`src/rtl/regfile_reader.sv`:
```
// Register-file dump engine: walks every register address, presents each value on a
// valid/ready stream and, with REGFILE_READER_CHECKSUM_EN defined, sums accepted entries.
module regfile_reader #(
   parameter int ADDR_W = 5,
   parameter int DATA_W = 32
) (
   input  logic              clk,
   input  logic              rst,
   input  logic              start,
   output logic              busy,
   output logic              done,
   output logic [ADDR_W-1:0] rf_addr,
   input  logic [DATA_W-1:0] rf_data,
   output logic              out_valid,
   input  logic              out_ready,
   output logic [ADDR_W-1:0] out_index,
   output logic [DATA_W-1:0] out_data,
   output logic [DATA_W-1:0] checksum
);

   typedef enum logic [1:0] {StIdle, StRead, StSend, StDone} state_e;

   state_e            state_q, state_d;
   logic [ADDR_W-1:0] idx_q;
   logic [ADDR_W-1:0] out_index_q;
   logic [DATA_W-1:0] out_data_q;
   logic              last_idx;
   logic              handshake;

   assign last_idx  = (idx_q == {ADDR_W{1'b1}});
   assign handshake = (state_q == StSend) && out_ready;

   always_ff @(posedge clk) begin
      if (rst) state_q <= StIdle;
      else     state_q <= state_d;
   end

   always_comb begin
      state_d = state_q;
      unique case (state_q)
         StIdle:  if (start) state_d = StRead;
         StRead:  state_d = StSend;
         StSend:  if (out_ready) state_d = last_idx ? StDone : StRead;
         StDone:  state_d = StIdle;
         default: state_d = StIdle;
      endcase
   end

   always_comb begin
      busy      = (state_q != StIdle);
      done      = (state_q == StDone);
      out_valid = (state_q == StSend);
      rf_addr   = '0;
      if (state_q == StRead || state_q == StSend) rf_addr = idx_q;
   end

   always_ff @(posedge clk) begin
      if (rst) begin
         idx_q       <= '0;
         out_index_q <= '0;
         out_data_q  <= '0;
      end else begin
         unique case (state_q)
            StIdle: if (start) idx_q <= '0;
            StRead: begin
               out_index_q <= idx_q;
               // Register 0 is architecturally zero, whatever the array returns.
               out_data_q  <= (idx_q == '0) ? '0 : rf_data;
            end
            StSend: if (out_ready && !last_idx) idx_q <= idx_q + 1'b1;
            default: ;
         endcase
      end
   end

   assign out_index = out_index_q;
   assign out_data  = out_data_q;

`ifdef REGFILE_READER_CHECKSUM_EN
   logic [DATA_W-1:0] checksum_q;

   always_ff @(posedge clk) begin
      if (rst)                             checksum_q <= '0;
      else if (state_q == StIdle && start) checksum_q <= '0;
      else if (handshake)                  checksum_q <= checksum_q + out_data_q;
   end

   assign checksum = checksum_q;
`else
   logic unused_handshake;
   assign unused_handshake = handshake;
   assign checksum = '0;
`endif

endmodule

```
`config.mk`:
```
export PLATFORM = sky130hd
export DESIGN_NAME = regfile_reader
export DESIGN_NICKNAME = d
export VERILOG_FILES = /design/src/rtl/regfile_reader.sv
export SDC_FILE = /design/constraint.sdc
export NUM_CORES = 1
export LEC_CHECK = 0
export ABC_AREA = 1
export CAP_MARGIN = 20
export CORE_MARGIN = 4
export CORE_UTILIZATION = 42
export CTS_CLUSTER_DIAMETER = 40
export CTS_CLUSTER_SIZE = 10
export DETAILED_ROUTE_END_ITERATION = 10
export PLACE_DENSITY_LB_ADDON = 0.25
export SLEW_MARGIN = 20
export SYNTH_ARGS = -nofsm -noshare
export SYNTH_HDL_FRONTEND = slang
export SYNTH_SLANG_ARGS = --single-unit
```
`constraint.sdc`:
```
create_clock -name clk -period 3 [get_ports clk]
set_input_delay 0.3 -clock clk [delete_from_list [all_inputs] [get_ports clk]]
set_output_delay 0.3 -clock clk [all_outputs]
set_load 0.03 [all_outputs]
```
### Word-level counts from Yosys, hierarchy flattened

Index checks and enable logic that the tools add are counted.

* logic and storage cells: 30
* output and inout bits: 77
* register bits after elaboration: 44
* bits of input ports: 36

* reduce and logical (&&, ||, !) cells: 9
* multiplexer cells: 9
* add/sub/neg operators: 1
* equality and inequality tests: 7

Operator list (number)
* two-way mux 32 bit: 1
* two-way mux 5 bit: 3
* case mux 5 bit (2 select lines): 1
* case mux 2 bit (4 select lines): 1
* two-way mux 2 bit: 3
* adder 5 x 1 -> 5 bit (second input constant): 1
* == test 5 bit (second input constant): 1
* logical NOT 5 bit: 1
* == test 2 bit (second input constant): 2
* inequality test 2 x 1 -> 1 bit (second input constant): 2
* nonzero test 2 bit: 2
* AND reduction 3 bit: 1
* == test 2 x 1 -> 1 bit (second input constant): 1
* logical NOT 2 bit: 1
* inequality test 2 bit (second input constant): 1
* AND reduction 2 bit: 1
* logical AND 1 bit: 1
* logical NOT 1 bit: 1
* logical OR 1 bit: 1

### Depth between registers and ports, before layout

Gate-level depths: netlist of run 1.

* depth after elaboration: 5
* gate-level depth with buffers: 10
* gate-level depth less buffers: 10

### Worst setup path after synthesis of run 1

OpenSTA, ideal clock, no wires.

* path kind: register -> register
* from: register state_q[0]
* to: register idx_q[0]
* path slack: 1.467 ns
* cell stages (with the launch flop): 10
* path buffers: 1
* required time: 2.884 ns
* data arrival time: 1.418 ns
* clock period less this slack: 1.533 ns
* library setup time: 0.116 ns
* cell sequence: dfxtp_1 inv_1 ha_1 buf_6 nand2_1 inv_1 nor2_1 nand2_2 o21ai_0 nor2_1

* cells in the longest elaborated chain, start to end: 3
* elaborated cells between the ends (all ways): 7
* those cells by class: eq/ne (3); mux (1); reduce/logical (3)

RTL lines
* from (decl): line 23 `state_e state_q, state_d;`
* from (signal assigned): line 34 `if (rst) state_q <= StIdle;`
* from (signal assigned): line 35 `else state_q <= state_d;`
* == test 2 bit (*)
* named net out_valid: line 14 `output logic out_valid,`
* inequality test 2 x 1 -> 1 bit (no source line) or nonzero test 2 bit (tied branches)
* AND reduction 3 bit (no source line)
* to (signal assigned): line 70 `StSend: if (out_ready && !last_idx) idx_q <= idx_q + 1'b1;`
* to (decl): line 24 `logic [ADDR_W-1:0] idx_q;`

Mark *: on every way through the listed nets, which the timed path passes. The rest lies on a longest branch.
A chain may end at the register's enable or synchronous reset.

### Worst setup path in the final report of run 1

* from: register state_q[0]
* to: output port rf_addr[0]

* cells in the longest elaborated chain, start to end: 3
* elaborated cells between the ends (all ways): 4
* those cells by class: eq/ne (2); mux (1); reduce/logical (1)

RTL lines
* == test 2 x 1 -> 1 bit or == test 2 bit (tied branches): line 54 `if (state_q == StRead || state_q == StSend) rf_addr = idx_q;`
* logical OR 1 bit (*): line 54
* two-way mux 5 bit (*): line 54
* to (decl): line 12 `output logic [ADDR_W-1:0] rf_addr,`

Every way passes the cells marked *; elsewhere a longest branch is shown, timed or not.

==> results of run 1 <==
cell usage in the layout (no fill, tap or decap), types with 2 or more instances in the layout:
cell / instances
sky130_fd_sc_hd__a21oi_1: 42
sky130_fd_sc_hd__nand4_1: 2
sky130_fd_sc_hd__nand2_1: 55
sky130_fd_sc_hd__clkbuf_8: 5
sky130_fd_sc_hd__nand3_1: 2
sky130_fd_sc_hd__dfxtp_1: 44
sky130_fd_sc_hd__inv_2: 2
sky130_fd_sc_hd__inv_1: 22
sky130_fd_sc_hd__ha_1: 7
sky130_fd_sc_hd__nand2_2: 2
sky130_fd_sc_hd__conb_1: 32
sky130_fd_sc_hd__o21ai_0: 41
sky130_fd_sc_hd__clkdlybuf4s50_1: 80
sky130_fd_sc_hd__nor2_1: 7
report_power, final:
group,internal (mW),switching (mW)
sequential,0.696,0.0534
combinational,0.307,0.512
clock,0.246,0.202
total,1.25,0.767
how the worst max path moves through the flow:
stage,slack (ns),startpoint,endpoint,depth (start not counted)
after floorplan,1.47,state_q[0],idx_q[0],9
after global routing,0.63,state_q[0],rf_addr[2],5
final,0.75,state_q[0],rf_addr[0],5
after global placement,1.08,state_q[0],rf_addr[0],5
after CTS,0.72,state_q[0],rf_addr[2],5
after detailed placement,1.06,state_q[0],rf_addr[2],5
tightest hold or removal path, delay by kind of cell, from the launching register on:
| kind | cells | cell delay [ns] |
|---|---|---|
| AOI/OAI and AO/OA | 1 | 0.06 |
| DFF | 1 | 0.34 |
| and+or+nand+nor | 1 | 0.07 |
sequential cells by signal (all words and copies together), names as in the netlist:
| signal | cells |
|---|---|
| idx_q | 5 |
| out_data | 32 |
| out_index | 5 |
| state_q | 2 |
cell families after synthesis:
group,synth area share (%)
compound gates,19.52
fa+ha+maj,4.703
buf+inv,20.40
flops,41.39
other cells,0.1762
simple gates,13.82
metrics by stage:
stage / instance area (sq um) / setup slack [ns] / hold WS [ns]
final: 2907 / 0.7469 / 0.5075
after global routing: 2907 / 0.6318 / 0.5495
after CTS: 2907 / 0.7211 / 0.5101
after detailed placement: 2795 / 1.058 / 0.4975
after global placement: 2795 / 1.076 / 0.4997
after floorplan: 2245 / 1.467 / 0.3691
layer usage:
metal / vias to the layer above / track usage [%] / wire (microns)
li1: 969 / - / -
met1: 791 / 18.99 / 2156
met2: 75 / 23.57 / 2207
met3: 2 / 5.102 / 490
met4: 0 / 3.608 / 10
met5: - / 0 / 0
layout make-up:
cell class | instances | share of cell area (%)
clock buffer | 5 | 2.368
clock inverter | 3 | 1.464
inverter | 24 | 3.099
multi-input combinational | 193 | 32.07
sequential | 44 | 30.31
tap | 67 | 2.884
timing repair buffer | 81 | 27.81
==> results.ini, run 1 <==
[cts]
cts_root_buffer = sky130_fd_sc_hd__clkbuf_8
cts_tree = yes
cts_sinks = 44
clkLatencyLatePin_ns = 0.29
cts_max_path_buffers = 2
cts-hold-fix-buffers = 0
cts_inserted_buffers = 5
cts_clk_pin_slew_worst_paths_ns = 0.08
cts.repair_timing.setup_buffer_count = 0
post_cts.resized_instances = 0
cts_max_level = 2

[worst_setup_path]
critical-path-slowest-cell = sky130_fd_sc_hd__clkdlybuf4s50_1
critical_path_buffers_and_inverters = 3
critical_path_peak_fanout = 5
crit_arrival_ns = 1.95
worstSetupEndpointType = primary output
critical_path.reg2reg.startpoint = state_q[1]
start_kind = flip-flop
crit-reg2reg-capture = out_data[31]
critPathMostFrequentCell = sky130_fd_sc_hd__inv_1
worst-r2r-setup-slack_ns = 1.21
critical-path-top-delay-family = buffers and inverters
depth_of_the_most_critical_reg_to_reg_path = 5
crit_chain = inv_1 -> ha_1 -> nand2_1 -> inv_1 -> clkdlybuf4s50_1
max_stage_delay_ns = 0.66
path_class = reg -> out
worstPathRequired_ns = 2.70

[sta]
tns_ns = 0
finalCriticalPeriod_ns = 2.253
setup_viol = 0
worst_pin_slew_ns = 0.5321
slew_headroom_pct = 64.48
rsz0062_at_grt = false
f_max_mhz = 443.8
period_utilization_post_route_pct = 75.10
finalClockSkew_ns = 0.007579
final_hold_viol_count = 0
report.final.slew_viol_count = 0

[worst_hold_path]
hold_path.startpoint = idx_q[3]
min_path_cells = 2
hold_path_class = reg -> reg
endpoint_with_the_worst_hold_slack = idx_q[3]

[drt]
drc = 0
dr.pass1.iters = 6
routed_wirelength_microns = 4864
dr_total_vias = 1837
dr.first_iter.drc_count = 43
postRouteAntennaNets = 0
wire_per_inst_microns = 11.66
detail_route.vias_per_cell = 4.405

[pwr]
fin_total_pwr_mw = 2.016
static-leakage-power_nw = 1.183
p_per_area_nw_per_um2 = 693.7
peakVddDrop_mv = 0.3266

[status]
outcome = finished, final reports clean

[grt]
grt_util_all_layers_pct = 14.72
grt_start_max_net_pins = 48
grt.overflow.total = 0
first_global_vias = 1637
grt_antenna_before_repair = 0
grt_first_pass_wirelength_microns = 7527

[placed_design]
dp_cells = 409
routabilityCongestion = 0.8166
portBuffers = 80
detailedPlacementHpwl_microns = 3490

[final_layout]
fin_util_pct = 60.34
fin_cells = 417
n_fill_cell = 444
multiInputGateArea_sq_um = 932.1
layout-drive-gt1-share_pct = 4.286
synthToLayoutAreaGrowth_pct = 36.57
num-nets-final = 393
ff_latch_area_sq_um = 880.8
n_antenna_cell = 0

[logic_synthesis]
synth_commonest_cells = sky130_fd_sc_hd__nand2_1 (55), sky130_fd_sc_hd__dfxtp_1 (44), sky130_fd_sc_hd__a21oi_1 (42)
synth.area.top_cells = sky130_fd_sc_hd__dfxtp_1 (41%), sky130_fd_sc_hd__buf_4 (11%), sky130_fd_sc_hd__a21oi_1 (9.9%)
synthDominantAreaCellType = sky130_fd_sc_hd__dfxtp_1
async_reset_ff_share_pct = 0
yosysWarningCount = 0
sequential_fraction_of_the_synthesis_area_pct = 41.39
post_synth_design_cell_area_sq_um = 2128
synth-edff-count = 0
netlist_instances = 278
yosysMostFrequentCell = sky130_fd_sc_hd__nand2_1
synth_area_per_inst_sq_um = 7.656
ys_seq_elements = 44
yosysTopAreaCellShare_pct = 41.39
number_of_different_library_cells_in_the_post_synthesis_netlist = 19
ys.flop_type = sky130_fd_sc_hd__dfxtp_1

[floorplan]
die-area_sq_um = 6270
core_area_sq_um = 4817
floorplan.die.height_microns = 79.19
io_pins = 113
std_cell_rows = 25
floorplan.initialDensity_pct = 44.18
chipWidth_microns = 79.19

[job]
max_cap_violations = 0

Note: power is estimated with default switching activity, not from simulation.
==> run 2: changes to the inputs <==
- CORE_UTILIZATION: 42 -> 39
- clock period: 3 -> 2.1 ns (I/O delays scaled with it)
==> results.ini, run 2 (synthesis gave the netlist of run 1 again) <==
[final_layout]
final_cell_mix = sky130_fd_sc_hd__clkdlybuf4s50_1 (74), sky130_fd_sc_hd__nand2_1 (55), sky130_fd_sc_hd__dfxtp_1 (44)
n_antenna_cell = 0
fin_util_pct = 55.58
layout-drive-gt1-share_pct = 3.989
n_fill_cell = 498
synthToLayoutAreaGrowth_pct = 35.92
num-nets-final = 394
largest_reg_flops = 32
final_common_cell = sky130_fd_sc_hd__clkdlybuf4s50_1

[drt]
top_signal_layer_used = met4
routed_wirelength_microns = 4717
dr_total_vias = 1868
drc = 0
dr.first_iter.drc_count = 61
wire_per_inst_microns = 11.20
detail_route.vias_per_cell = 4.437
met1Wirelength_microns = 1969
dr.pass1.iters = 4
postRouteAntennaNets = 0
met3WireLength_microns = 575
met2WireLength_microns = 2087

[worst_setup_path]
critical_path_buffers_and_inverters = 3
path_class = reg -> out
max_stage_delay_ns = 0.66
crit_chain = inv_1 -> ha_1 -> inv_1 -> clkdlybuf4s50_1
critical-path-slowest-cell = sky130_fd_sc_hd__clkdlybuf4s50_1
worstSetupEndpointType = primary output
critical_path_peak_fanout = 5
crit_arrival_ns = 1.77
critPathMostFrequentCell = sky130_fd_sc_hd__inv_1
start_kind = flip-flop
worst-r2r-setup-slack_ns = 0.56
critical-path-top-delay-family = buffers and inverters
worstPathRequired_ns = 1.89

[sta]
slew_headroom_pct = 64.63
finalCriticalPeriod_ns = 1.983
worst_pin_slew_ns = 0.5298
report.final.slew_viol_count = 0
final_hold_viol_count = 0
tns_ns = 0
period_utilization_post_route_pct = 94.44
rsz0062_at_grt = false
finalClockSkew_ns = 0.004264
f_max_mhz = 504.2
setup_viol = 0

[grt]
grt_start_max_net_pins = 47
grt.overflow.total = 0
grt_first_pass_wirelength_microns = 7417
grt_antenna_before_repair = 0
first_global_vias = 1714
grt_util_all_layers_pct = 14.05

[placed_design]
routabilityCongestion = 0.7786
portBuffers = 80
detailedPlacementHpwl_microns = 3446

[cts]
clkLatencyLatePin_ns = 0.28
cts_inserted_buffers = 5
cts_tree = yes
cts_sinks = 44
cts_max_level = 2
cts_root_buffer = sky130_fd_sc_hd__clkbuf_8
cts_max_path_buffers = 2
cts_clk_pin_slew_worst_paths_ns = 0.08

[floorplan]
io_pins = 113
die-area_sq_um = 6703
core_area_sq_um = 5205
floorplan.die.height_microns = 81.87
chipWidth_microns = 81.87
std_cell_rows = 26
floorplan.initialDensity_pct = 40.89

[job]
max_cap_violations = 0

[pwr]
static-leakage-power_nw = 1.222
p_per_area_nw_per_um2 = 956.9
peakVddDrop_mv = 0.4888

[worst_hold_path]
hold_path_class = in -> reg

[status]
outcome = finished, final reports clean

[run 2: changes by cell type in the layout (fill, tap and decap cells not counted)]
| cell | delta |
|---|---|
| sky130_fd_sc_hd__bufinv_16 | -1 |
| sky130_fd_sc_hd__clkinvlp_4 | -1 |
| sky130_fd_sc_hd__clkinv_2 | -1 |
| sky130_fd_sc_hd__buf_4 | +1 |
| sky130_fd_sc_hd__clkbuf_8 | +1 |
| sky130_fd_sc_hd__dlygate4sd2_1 | +5 |
| sky130_fd_sc_hd__dlymetal6s2s_1 | +1 |
| sky130_fd_sc_hd__clkdlybuf4s50_1 | -6 |
| sky130_fd_sc_hd__clkbuf_1 | +2 |
[run 2: layout make-up]
class                           count  area [sq um]  share of cell area (%)
Tap cell                           70         87.58                   3.028
Timing Repair Buffer               82         812.0                   28.07
Multi-Input combinational cell    193         932.1                   32.22
Sequential cell                    44         880.8                   30.45
Clock buffer                        8         90.09                   3.114
Inverter                           24         90.09                   3.114
[run 2: final timing paths]
path,end,cells past startpoint,startpoint
hold reg to reg,idx_q[4],2,idx_q[4]
setup reg to reg,idx_q[0],8,state_q[0]
hold / removal,out_data[27],3,rf_data[27]
setup / recovery,busy,4,state_q[0]
[run 2: power breakdown]
part	internal, mW	switching [mW]	total, mW
logic	0.440	0.725	1.17
registers	0.995	0.0791	1.07
clock network	0.268	0.261	0.529
[run 2: per-layer routing]
layer | vias up | track usage, %
li1 | 975 | -
met1 | 801 | 16.23
met2 | 83 | 23.10
met3 | 9 | 5.482
met4 | 0 | 5.814
met5 | - | 0
[run 2: repair_timing]
item / in CTS / in global routing
endpoints found under the setup margin: 5 / 1
hold buffers: 0 / 0
pin swaps: 0 / 0
gates cloned: 0 / 0
resized for setup: 5 / 1
setup buffers: 0 / 0
[run 2: per-stage QoR]
stage / total power, mW / std cells / area (sq um) / hold WS [ns] / worst slack, ns
finish: 2.768 / 421 / 2893 / 0.4714 / 0.1168
global route: 2.942 / 421 / 2893 / 0.4767 / 0.01629
CTS: 2.809 / 421 / 2890 / 0.4629 / 0.05097
detailed placement: 2.265 / 413 / 2806 / 0.4999 / 0.2282
global placement: 2.254 / 413 / 2806 / 0.4994 / 0.2656
floorplan: 1.870 / 309 / 2245 / 0.2791 / 0.5666
[run 2: tightest hold or removal path, cell delays in order]
cell                              delay (ns)
sky130_fd_sc_hd__clkdlybuf4s50_1        0.39
sky130_fd_sc_hd__nand2_1                0.06
sky130_fd_sc_hd__a21oi_1                0.05
